--- config.mk ---
export PLATFORM = sky130hd
export DESIGN_NAME = inert_sensor_serf
export DESIGN_NICKNAME = d
export VERILOG_FILES = /design/src/rtl/inert_sensor_serf_pkg.sv /design/src/rtl/inert_sensor_serf_sync.sv /design/src/rtl/inert_sensor_serf.sv
export SDC_FILE = /design/constraint.sdc
export NUM_CORES = 1
export LEC_CHECK = 0
export CAP_MARGIN = 0
export CORE_UTILIZATION = 55
export CTS_BUF_LIST = sky130_fd_sc_hd__clkbuf_4
export CTS_CLUSTER_SIZE = 10
export DETAILED_ROUTE_END_ITERATION = 16
export GPL_ROUTABILITY_DRIVEN = 0
export HOLD_SLACK_MARGIN = 0.03
export PLACE_DENSITY = 0.76
export SLEW_MARGIN = 20
export SYNTH_ARGS = -nofsm -noshare
export SYNTH_HDL_FRONTEND = slang
export SYNTH_SLANG_ARGS = --single-unit
--- constraint.sdc ---
create_clock -name clk -period 2.4 [get_ports clk]
set_input_delay 0.36 -clock clk [delete_from_list [all_inputs] [get_ports clk]]
set_output_delay 0.36 -clock clk [all_outputs]
set_load 0.02 [all_outputs]
--- src/rtl/inert_sensor_serf_pkg.sv ---
// Shared types and register addresses for the inertial-sensor SPI serf model.
package inert_pkg;

  typedef enum logic [1:0] {
    IDLE   = 2'd0,
    SHIFT  = 2'd1,
    COMMIT = 2'd2
  } serf_state_t;

  localparam logic [6:0] ADDR_INT1_CTRL = 7'h0D;
  localparam logic [6:0] ADDR_WHO       = 7'h0F;
  localparam logic [6:0] ADDR_CTRL2_G   = 7'h11;
  localparam logic [6:0] ADDR_CTRL7_G   = 7'h14;
  localparam logic [6:0] ADDR_STATUS    = 7'h1E;
  localparam logic [6:0] ADDR_YAWL      = 7'h26;
  localparam logic [6:0] ADDR_YAWH      = 7'h27;

  // Gyro produces samples only with its data-ready routed to INT1 and a non-zero ODR code.
  function automatic logic sample_enabled(input logic int1_drdy_g, input logic [3:0] odr_g);
    return int1_drdy_g && (odr_g != 4'h0);
  endfunction

endpackage

--- src/rtl/inert_sensor_serf_sync.sv ---
// Pad synchronizers for the SPI pins: two metastability flops plus one history flop each.
module spi_serf_sync (
  input  logic i_clk,
  input  logic i_ss_n,
  input  logic i_sclk,
  input  logic i_mosi,
  output logic o_ss_n_s,
  output logic o_ss_fall,
  output logic o_ss_rise,
  output logic o_sclk_rise,
  output logic o_sclk_fall,
  output logic o_mosi_s
);

  logic [2:0] r_ss;
  logic [2:0] r_sclk;
  logic [2:0] r_mosi;

  // Left unreset so a select held low across rst never looks like a fresh frame start.
  always_ff @(posedge i_clk) begin
    r_ss   <= {r_ss[1:0],   i_ss_n};
    r_sclk <= {r_sclk[1:0], i_sclk};
    r_mosi <= {r_mosi[1:0], i_mosi};
  end

  assign o_ss_n_s    = r_ss[1];
  assign o_ss_fall   = r_ss[2] & ~r_ss[1];
  assign o_ss_rise   = ~r_ss[2] & r_ss[1];
  assign o_sclk_rise = ~r_sclk[2] & r_sclk[1];
  assign o_sclk_fall = r_sclk[2] & ~r_sclk[1];
  assign o_mosi_s    = r_mosi[2];

endmodule

--- src/rtl/inert_sensor_serf.sv ---
// SPI serf model of the 6-axis inertial sensor: 16-bit frames, config regs,
// yaw-rate sampling with data-ready INT and sticky overrun.
module inert_sensor_serf
  import inert_pkg::*;
#(
  parameter logic [15:0] ODR_CYCLES = 16'd2048,
  parameter logic [7:0]  WHO_AM_I   = 8'h6A
) (
  input  logic               clk,
  input  logic               rst,
  input  logic               SS_n,
  input  logic               SCLK,
  input  logic               MOSI,
  output logic               MISO,
  output logic               INT,
  input  logic signed [15:0] yaw_in,
  output logic               ovrrun
);

  logic w_ss_n_s, w_ss_fall, w_ss_rise, w_sclk_rise, w_sclk_fall, w_mosi_s;

  spi_serf_sync u_sync (
    .i_clk       (clk),
    .i_ss_n      (SS_n),
    .i_sclk      (SCLK),
    .i_mosi      (MOSI),
    .o_ss_n_s    (w_ss_n_s),
    .o_ss_fall   (w_ss_fall),
    .o_ss_rise   (w_ss_rise),
    .o_sclk_rise (w_sclk_rise),
    .o_sclk_fall (w_sclk_fall),
    .o_mosi_s    (w_mosi_s)
  );

  serf_state_t r_state, w_next;
  logic        w_frame_start, w_shift_en, w_commit;

  logic [15:0] r_rx_shft, r_tx_shft;
  logic [4:0]  r_bcnt;
  logic [7:0]  r_int1_ctrl, r_ctrl2_g, r_ctrl7_g;
  logic [15:0] r_yaw;
  logic        r_int, r_ovrrun, r_tick_pend;
  logic [15:0] r_timer;

  logic [7:0]  w_rdata;
  logic        w_frame_ok, w_wr, w_clr_int;
  logic        w_sample_en, w_tick, w_idle_free, w_apply, w_defer;

  always_ff @(posedge clk) begin
    if (rst) r_state <= IDLE;
    else     r_state <= w_next;
  end

  always_comb begin
    w_next = r_state;
    case (r_state)
      IDLE:    if (w_ss_fall) w_next = SHIFT;
      SHIFT:   if (w_ss_rise) w_next = COMMIT;
      COMMIT:  w_next = IDLE;
      default: w_next = IDLE;
    endcase
  end

  always_comb begin
    w_frame_start = 1'b0;
    w_shift_en    = 1'b0;
    w_commit      = 1'b0;
    case (r_state)
      IDLE:    w_frame_start = w_ss_fall;
      SHIFT:   w_shift_en    = 1'b1;
      COMMIT:  w_commit      = 1'b1;
      default: ;
    endcase
  end

  // Read data is looked up once the command byte is in, from its low 7 bits.
  always_comb begin
    w_rdata = '0;
    case (r_rx_shft[6:0])
      ADDR_INT1_CTRL: w_rdata = r_int1_ctrl;
      ADDR_WHO:       w_rdata = WHO_AM_I;
      ADDR_CTRL2_G:   w_rdata = r_ctrl2_g;
      ADDR_CTRL7_G:   w_rdata = r_ctrl7_g;
      ADDR_STATUS:    w_rdata = {6'b0, r_ovrrun, r_int};
      ADDR_YAWL:      w_rdata = r_yaw[7:0];
      ADDR_YAWH:      w_rdata = r_yaw[15:8];
      default:        w_rdata = '0;
    endcase
  end

  always_ff @(posedge clk) begin
    if (rst || w_frame_start) begin
      r_rx_shft <= '0;
      r_tx_shft <= '0;
      r_bcnt    <= '0;
    end else if (w_shift_en) begin
      if (w_sclk_rise && (r_bcnt != 5'd16)) begin
        r_rx_shft <= {r_rx_shft[14:0], w_mosi_s};
        r_bcnt    <= r_bcnt + 5'd1;
      end
      if (w_sclk_fall) begin
        if (r_bcnt == 5'd8)
          r_tx_shft <= {w_rdata, 8'h00};
        else if ((r_bcnt >= 5'd1) && (r_bcnt <= 5'd15))
          r_tx_shft <= {r_tx_shft[14:0], 1'b0};
      end
    end
  end

  assign w_frame_ok = w_commit && (r_bcnt == 5'd16);
  assign w_wr       = w_frame_ok && !r_rx_shft[15];
  assign w_clr_int  = w_frame_ok && r_rx_shft[15] && (r_rx_shft[14:8] == ADDR_YAWH);

  always_ff @(posedge clk) begin
    if (rst) begin
      r_int1_ctrl <= '0;
      r_ctrl2_g   <= '0;
      r_ctrl7_g   <= '0;
    end else if (w_wr) begin
      case (r_rx_shft[14:8])
        ADDR_INT1_CTRL: r_int1_ctrl <= r_rx_shft[7:0];
        ADDR_CTRL2_G:   r_ctrl2_g   <= r_rx_shft[7:0];
        ADDR_CTRL7_G:   r_ctrl7_g   <= r_rx_shft[7:0];
        default: ;
      endcase
    end
  end

  assign w_sample_en = sample_enabled(r_int1_ctrl[1], r_ctrl2_g[7:4]);
  assign w_tick      = w_sample_en && (r_timer == (ODR_CYCLES - 16'd1));
  assign w_idle_free = (r_state == IDLE) && w_ss_n_s;

  // A tick landing inside a frame is parked and applied in COMMIT so read bytes never tear.
  assign w_apply = w_sample_en &&
                   ((w_tick && w_idle_free) || (w_commit && (w_tick || r_tick_pend)));
  assign w_defer = w_tick && !w_apply;

  always_ff @(posedge clk) begin
    if (rst || !w_sample_en) begin
      r_timer     <= '0;
      r_tick_pend <= 1'b0;
    end else begin
      r_timer <= w_tick ? '0 : r_timer + 16'd1;
      if (w_apply)      r_tick_pend <= 1'b0;
      else if (w_defer) r_tick_pend <= 1'b1;
    end
  end

  always_ff @(posedge clk) begin
    if (rst) begin
      r_yaw    <= '0;
      r_ovrrun <= 1'b0;
    end else if (w_apply) begin
      r_yaw <= yaw_in;
      if (r_int && !w_clr_int) r_ovrrun <= 1'b1;
    end
  end

  // Set has priority over the COMMIT clear, so a deferred tick is never lost.
  always_ff @(posedge clk) begin
    if (rst || !w_sample_en) r_int <= 1'b0;
    else if (w_apply)        r_int <= 1'b1;
    else if (w_clr_int)      r_int <= 1'b0;
  end

  assign MISO   = r_tx_shft[15];
  assign INT    = r_int;
  assign ovrrun = r_ovrrun;

endmodule

==> impl_metrics.yaml, run 1 <==
power_and_ir_drop:
  ir_worst_vdd_mv: 0.359
  p_leak_nw: 1.71
  p_comb_share_pct: 3.5
  intPower_mw: 2.06
  pwr-share-seq_pct: 61.8
  pwr-share-clk_pct: 34.7
  switching_power_mw: 0.628
  switching_share_pct: 23.3
  power.density_mw_per_mm2: 554
detailed_routing:
  final_antenna_net_count: 0
  wire_per_inst_um: 15.2
  drt_iter0_drc: 322
  routed_wl_um: 9070
  drc: 0
  vias: 3403
  drt-pass1-iter-count: 4
  via_per_inst: 5.69
clock_network:
  clkLatencyLatePin_ns: 0.46
  htreeDepth: 3
  cts_tree: "done"
  postCtsSetupBuffers: 0
  ctsLongestPathBuffers: 2
  ctsResizeCount: 0
  cts.sinks: 99
  clockRootBuffer: "clkbuf_4"
  cts_buffers: 9
  clk_pin_slew_ns: 0.16
  cts_hold_buf: 0
timing:
  slew_headroom_pct: 46.5
  fmax_mhz: 468
  period_needed_ns: 2.13
  worst_pin_slew_ns: 0.801
  post-route-period-util_pct: 88.9
  drv_slew: 0
  finalHoldViolCount: 0
  finalSetupViolations: 0
  finClkSkew_ns: 0.0203
  tns_ns: 0
  rsz0062_at_grt: "false"
finish:
  final_area_mm2: 0.00485
  drive_gt1_share_pct: 9.48
  area_delta_synth_final_pct: 9.67
  multi_input_area_mm2: 0.00225
  fillers: 664
  regArea_mm2: 0.00198
  num-nets-final: 517
  diodes: 0
worst_setup_path:
  rrSetupSlack_ns: 0.27
  crit_type: "reg -> reg"
  cp.required_ns: 2.79
  cp_data_arrival_time_ns: 2.53
  critPathCaptureType: "flip-flop"
  start_kind: "flip-flop"
  crit_path_max_fanout: 10
global_routing:
  antenna_found_initial: 0
  grt_pass1_vias: 3145
  grt_use_total_pct: 23.1
  grt_max_degree: 34
  grt_first_pass_wirelength_um: 15400
  gr-total-overflow: 0
yosys:
  ys.flop_type: "dfxtp_1"
  async_reset_ff_share_pct: 0
  synth_largest_area_cell: "dfxtp_1"
  synth-edff-count: 0
  syn_area_mm2: 0.00443
  ys_types: 55
  yosys_warnings: 0
  netlist_top_cells_area: "dfxtp_1, mux2i_1, nor2_1"
  synth_top_area_share_pct: 44.8
  syn_nets: 500
  syn_avg_cell_area_um2: 9.34
  ys_seq_area_share_pct: 44.8
  ys_top_cells_by_count: "dfxtp_1, nor2_1, mux2i_1, nand2_1, nand3_1"
  ys_ff_latch: 99
  synth.most_common_cell: "dfxtp_1"
  syn_inst: 474
hold_path:
  hp-class: "in -> reg"
placement:
  port_buffers: 23
  dpl_cell_area_mm2: 0.00470
  dpl.hpwl_um: 6450
die:
  start_util_pct: 57.0
  dieHeight_um: 91.7
  core_mm2: 0.00777
  die_w_um: 91.7
  core.rowCount: 32
  die-area_mm2: 0.00841
  num_io_pins: 24
status:
  outcome: "finished, final reports clean"
job:
  maxCapViolCount: 0
flip-flops by register name, indices dropped and copies added (netlist names):
signal         cells
r_ctrl7_g          8
r_timer           16
u_sync.r_mosi      3
r_rx_shft         16
r_tick_pend        1
r_yaw             16
INT                1
r_bcnt             5
ovrrun             1
r_tx_shft          8
r_state            2
u_sync.r_sclk      3
r_int1_ctrl        8
r_ctrl2_g          8
u_sync.r_ss        3
worst paths after layout:
check,startpoint,to,cells past startpoint
worst max register to register,r_rx_shft[3],r_tx_shft[14],5
worst max-delay path,r_rx_shft[3],r_tx_shft[14],5
worst min-delay path,SS_n,u_sync.r_ss[0],1
worst min register to register,u_sync.r_mosi[0],u_sync.r_mosi[1],0
critical path, stage by stage (launching register included):
cell      delay, ns
dfxtp_1        0.64
nor3b_2        0.45
nand3_1        0.29
o221ai_1       0.37
o221ai_1       0.17
a21oi_1        0.16
per-stage QoR:
| step | setup slack [ns] | hold WS, ns | utilization (%) | cells | power (mW) |
|---|---|---|---|---|---|
| 2_1_floorplan | 0.560 | 0.310 | - | 474 | 1.74 |
| 3_3_place_gp | 0.363 | 0.310 | 60.6 | 582 | 1.79 |
| 3_5_place_dp | 0.338 | 0.318 | 60.6 | 582 | 1.79 |
| 4_1_cts | 0.290 | 0.303 | 62.5 | 598 | 2.72 |
| 5_1_grt | 0.0310 | 0.310 | 62.5 | 598 | 2.80 |
| 6_report | 0.265 | 0.323 | 62.5 | 598 | 2.69 |
cells by family (layout without fill, tap and decap cells):
| logic type | count (synthesis) | count (layout) | share of synthesized area (%) |
|---|---|---|---|
| AND/OR/NAND/NOR | 198 | 198 | 22.7 |
| multiplexers | 65 | 65 | 14.8 |
| buffers and inverters | 36 | 58 | 4.41 |
| flip-flops | 99 | 99 | 44.8 |
| adder cells (fa/ha/maj) | 5 | 5 | 1.41 |
| XOR/XNOR | 16 | 16 | 3.17 |
| AO/OA/AOI/OAI | 55 | 55 | 8.71 |
placed cells by master, fill, tap and decap left out, drive strengths merged, types with 3 or more instances in the layout:
| cell type | n |
|---|---|
| o221ai | 7 |
| and3 | 7 |
| nor2b | 4 |
| nor2 | 72 |
| inv | 11 |
| ha | 5 |
| clkbuf | 11 |
| dfxtp | 99 |
| xnor2 | 8 |
| o211ai | 4 |
| clkdlybuf4s50 | 23 |
| o21ai | 12 |
| nand2 | 47 |
| o41ai | 3 |
| nor4 | 3 |
| a21oi | 19 |
| nor3 | 6 |
| xor2 | 8 |
| nand4 | 9 |
| nor4b | 4 |
| mux2i | 61 |
| nor3b | 5 |
| and4bb | 3 |
| nand3 | 27 |
| buf | 11 |
| mux2 | 4 |
power groups by stage:
stage / registers [mW] / logic (mW) / clock network [mW]
4_1_cts: 1.66 / 0.0939 / 0.961
6_report: 1.66 / 0.0935 / 0.934
2_1_floorplan: 1.70 / 0.0489 / 0
3_3_place_gp: 1.70 / 0.0930 / 0
3_5_place_dp: 1.70 / 0.0937 / 0
5_1_grt: 1.67 / 0.104 / 1.03
metal layers:
metal  routed length (µm)  vias up  track usage (%)
li1                     -     1700                -
met2                 4150       88             36.8
met5                    0        -                0
met1                 4270     1592             30.8
met4                  208        0             9.11
met3                  444       23             4.48
layout make-up:
| cell class | instances | area share, % |
|---|---|---|
| multi-input cells | 339 | 46.4 |
| clock inverters | 5 | 1.39 |
| clock buffers | 11 | 1.70 |
| well taps | 102 | 2.63 |
| inverters | 8 | 0.619 |
| repair buffers | 34 | 6.44 |
| flip-flops and latches | 99 | 40.8 |
Note: power is estimated with default switching activity, not from simulation.
==> run 2: changes to the inputs <==
--- a/config.mk
+++ b/config.mk
@@ -6,13 +6,13 @@
 export NUM_CORES = 1
 export LEC_CHECK = 0
 export CAP_MARGIN = 0
-export CORE_UTILIZATION = 55
+export CORE_UTILIZATION = 38
 export CTS_BUF_LIST = sky130_fd_sc_hd__clkbuf_4
 export CTS_CLUSTER_SIZE = 10
 export DETAILED_ROUTE_END_ITERATION = 16
 export GPL_ROUTABILITY_DRIVEN = 0
 export HOLD_SLACK_MARGIN = 0.03
-export PLACE_DENSITY = 0.76
+export PLACE_DENSITY = 0.57
 export SLEW_MARGIN = 20
 export SYNTH_ARGS = -nofsm -noshare
 export SYNTH_HDL_FRONTEND = slang
==> run 2 against run 1 <==
  * Register-to-register slack better by 0.11 ns
  * Die area rose by 44%
  * Critical endpoint is now r_tx_shft[8]
  * Clock-buffer cell count fell by 2
  * Highest routed layer unchanged
  * Largest cell class unchanged
  * Total power increased by 3.5%
  * Final cell count is 7.5% higher
  * Sequential power about the same
  * Clock power up 9%
  * Critical path depth did not move
  * Wire length is 3.7% higher
  * Core utilization decreased by 19 points
==> impl_metrics.yaml, run 2 (synthesis gave the netlist of run 1 again) <==
clock_network:
  cts.sinks: 99
  cts_tree: "done"
  htreeDepth: 3
  postCtsSetupBuffers: 0
  cts_buffers: 9
  clkLatencyLatePin_ns: 0.50
  clk_pin_slew_ns: 0.17
  ctsLongestPathBuffers: 2
  ctsResizeCount: 0
  clockRootBuffer: "clkbuf_4"
  cts_hold_buf: 0
die:
  num_io_pins: 24
  die-area_mm2: 0.0121
  dieHeight_um: 110
  core_mm2: 0.0114
  die_w_um: 110
  core.rowCount: 39
  start_util_pct: 38.9
detailed_routing:
  wire_per_inst_um: 14.6
  via_per_inst: 5.25
  vias: 3377
  met1_length_um: 4600
  final_antenna_net_count: 0
  dr_wl_met3_um: 434
  top_layer_used: "met4"
  drc: 0
  routed_wl_um: 9410
  drt-pass1-iter-count: 4
  drt_iter0_drc: 229
  wl_met2_um: 4220
worst_setup_path:
  start_kind: "flip-flop"
  crit_family: "simple AND/OR/NAND/NOR gates"
  worstPathCellList: "nor3b_2, nand3_1, nand3_2, o21ai_2, o41ai_1"
  path_buf_inv: 0
  critPathCaptureType: "flip-flop"
  slowest_delay_ns: 0.62
  crit_path_max_fanout: 10
  crit_type: "reg -> reg"
  cpMaxStageDelayCell: "dfxtp_1"
  cp.required_ns: 2.79
  cp_data_arrival_time_ns: 2.41
timing:
  period_needed_ns: 2.02
  worst_pin_slew_ns: 0.745
  rsz0062_at_grt: "false"
  fmax_mhz: 495
  finalSetupViolations: 0
  post-route-period-util_pct: 84.2
  drv_slew: 0
  slew_headroom_pct: 50.3
  finalHoldViolCount: 0
  whs_ns: 0.284
  finClkSkew_ns: 0.0225
  tns_ns: 0
finish:
  num-nets-final: 522
  drive_gt1_share_pct: 10.2
  fin_cells: 643
  area_delta_synth_final_pct: 12.5
  reg_top3: "r_rx_shft x16, r_timer x16, r_yaw x16"
  layout_commonest_cell: "dfxtp_1"
  final_cell_mix: "dfxtp_1, nor2_1, mux2i_1, nand2_1, nand3_1"
  final_area_mm2: 0.00498
  diodes: 0
global_routing:
  grt_use_total_pct: 17.3
  grt_first_pass_wirelength_um: 15800
  grt_max_degree: 34
  grt_pass1_vias: 3147
  antenna_found_initial: 0
  gr-total-overflow: 0
placement:
  dpl_cell_area_mm2: 0.00482
  dpl.hpwl_um: 6710
  dp_cells: 628
  port_buffers: 23
job:
  maxCapViolCount: 0
power_and_ir_drop:
  power.total_mw: 2.78
  power.density_mw_per_mm2: 559
  p_leak_nw: 1.74
  ir_worst_vdd_mv: 0.394
hold_path:
  hp-class: "in -> reg"
status:
  outcome: "finished, final reports clean"
-- run 2: cell types whose count changed in the layout (fill, tap and decap cells not counted) --
cell,previous run,this run
buf_4,11,14
buf_12,0,2
clkbuf_4,11,9
bufinv_16,1,2
clkinvlp_4,0,1
inv_6,3,2
-- run 2: path summary, 6_finish.rpt --
| kind | slack [ns] | endpoint | cells after the start | start |
|---|---|---|---|---|
| worst max-delay path | 0.38 | r_tx_shft[8] | 5 | r_rx_shft[3] |
| worst max register to register | 0.38 | r_tx_shft[8] | 5 | r_rx_shft[3] |
| worst min-delay path | 0.28 | u_sync.r_ss[0] | 1 | SS_n |
| worst min register to register | 0.33 | u_sync.r_mosi[2] | 0 | u_sync.r_mosi[1] |
-- run 2: layer usage --
metal | global-route usage [%] | vias up
met4 | 5.71 | 0
met1 | 22.8 | 1593
met5 | 0 | -
met2 | 26.9 | 70
li1 | - | 1704
met3 | 5.22 | 10
-- run 2: cell type report --
cell class              count  area (µm²)
multi-input cells         339        2250
fillers                  1133        6390
clock inverters             6        96.3
clock buffers               9        67.6
inverters                   8        30.0
repair buffers             39         375
flip-flops and latches     99        1980
well taps                 143         179
-- run 2: power by group --
| group | switching, mW | internal (mW) | leakage (nW) |
|---|---|---|---|
| combinational | 0.0487 | 0.0501 | 0.857 |
| clock | 0.591 | 0.431 | 0.0849 |
| sequential | 0.00877 | 1.66 | 0.801 |
| total | 0.649 | 2.14 | 1.74 |
-- run 2: stage by stage --
step / utilization, % / setup WS [ns]
5_1_grt: 43.8 / 0.182
2_1_floorplan: - / 0.560
3_3_place_gp: 42.4 / 0.439
6_report: 43.8 / 0.379
3_5_place_dp: 42.4 / 0.382
4_1_cts: 43.8 / 0.358
-- run 2: worst register-to-register path, cell delays in order (launching register included) --
cell	delay, ns
dfxtp_1	0.62
nor3b_2	0.44
nand3_1	0.27
nand3_2	0.24
o21ai_2	0.08
o41ai_1	0.29
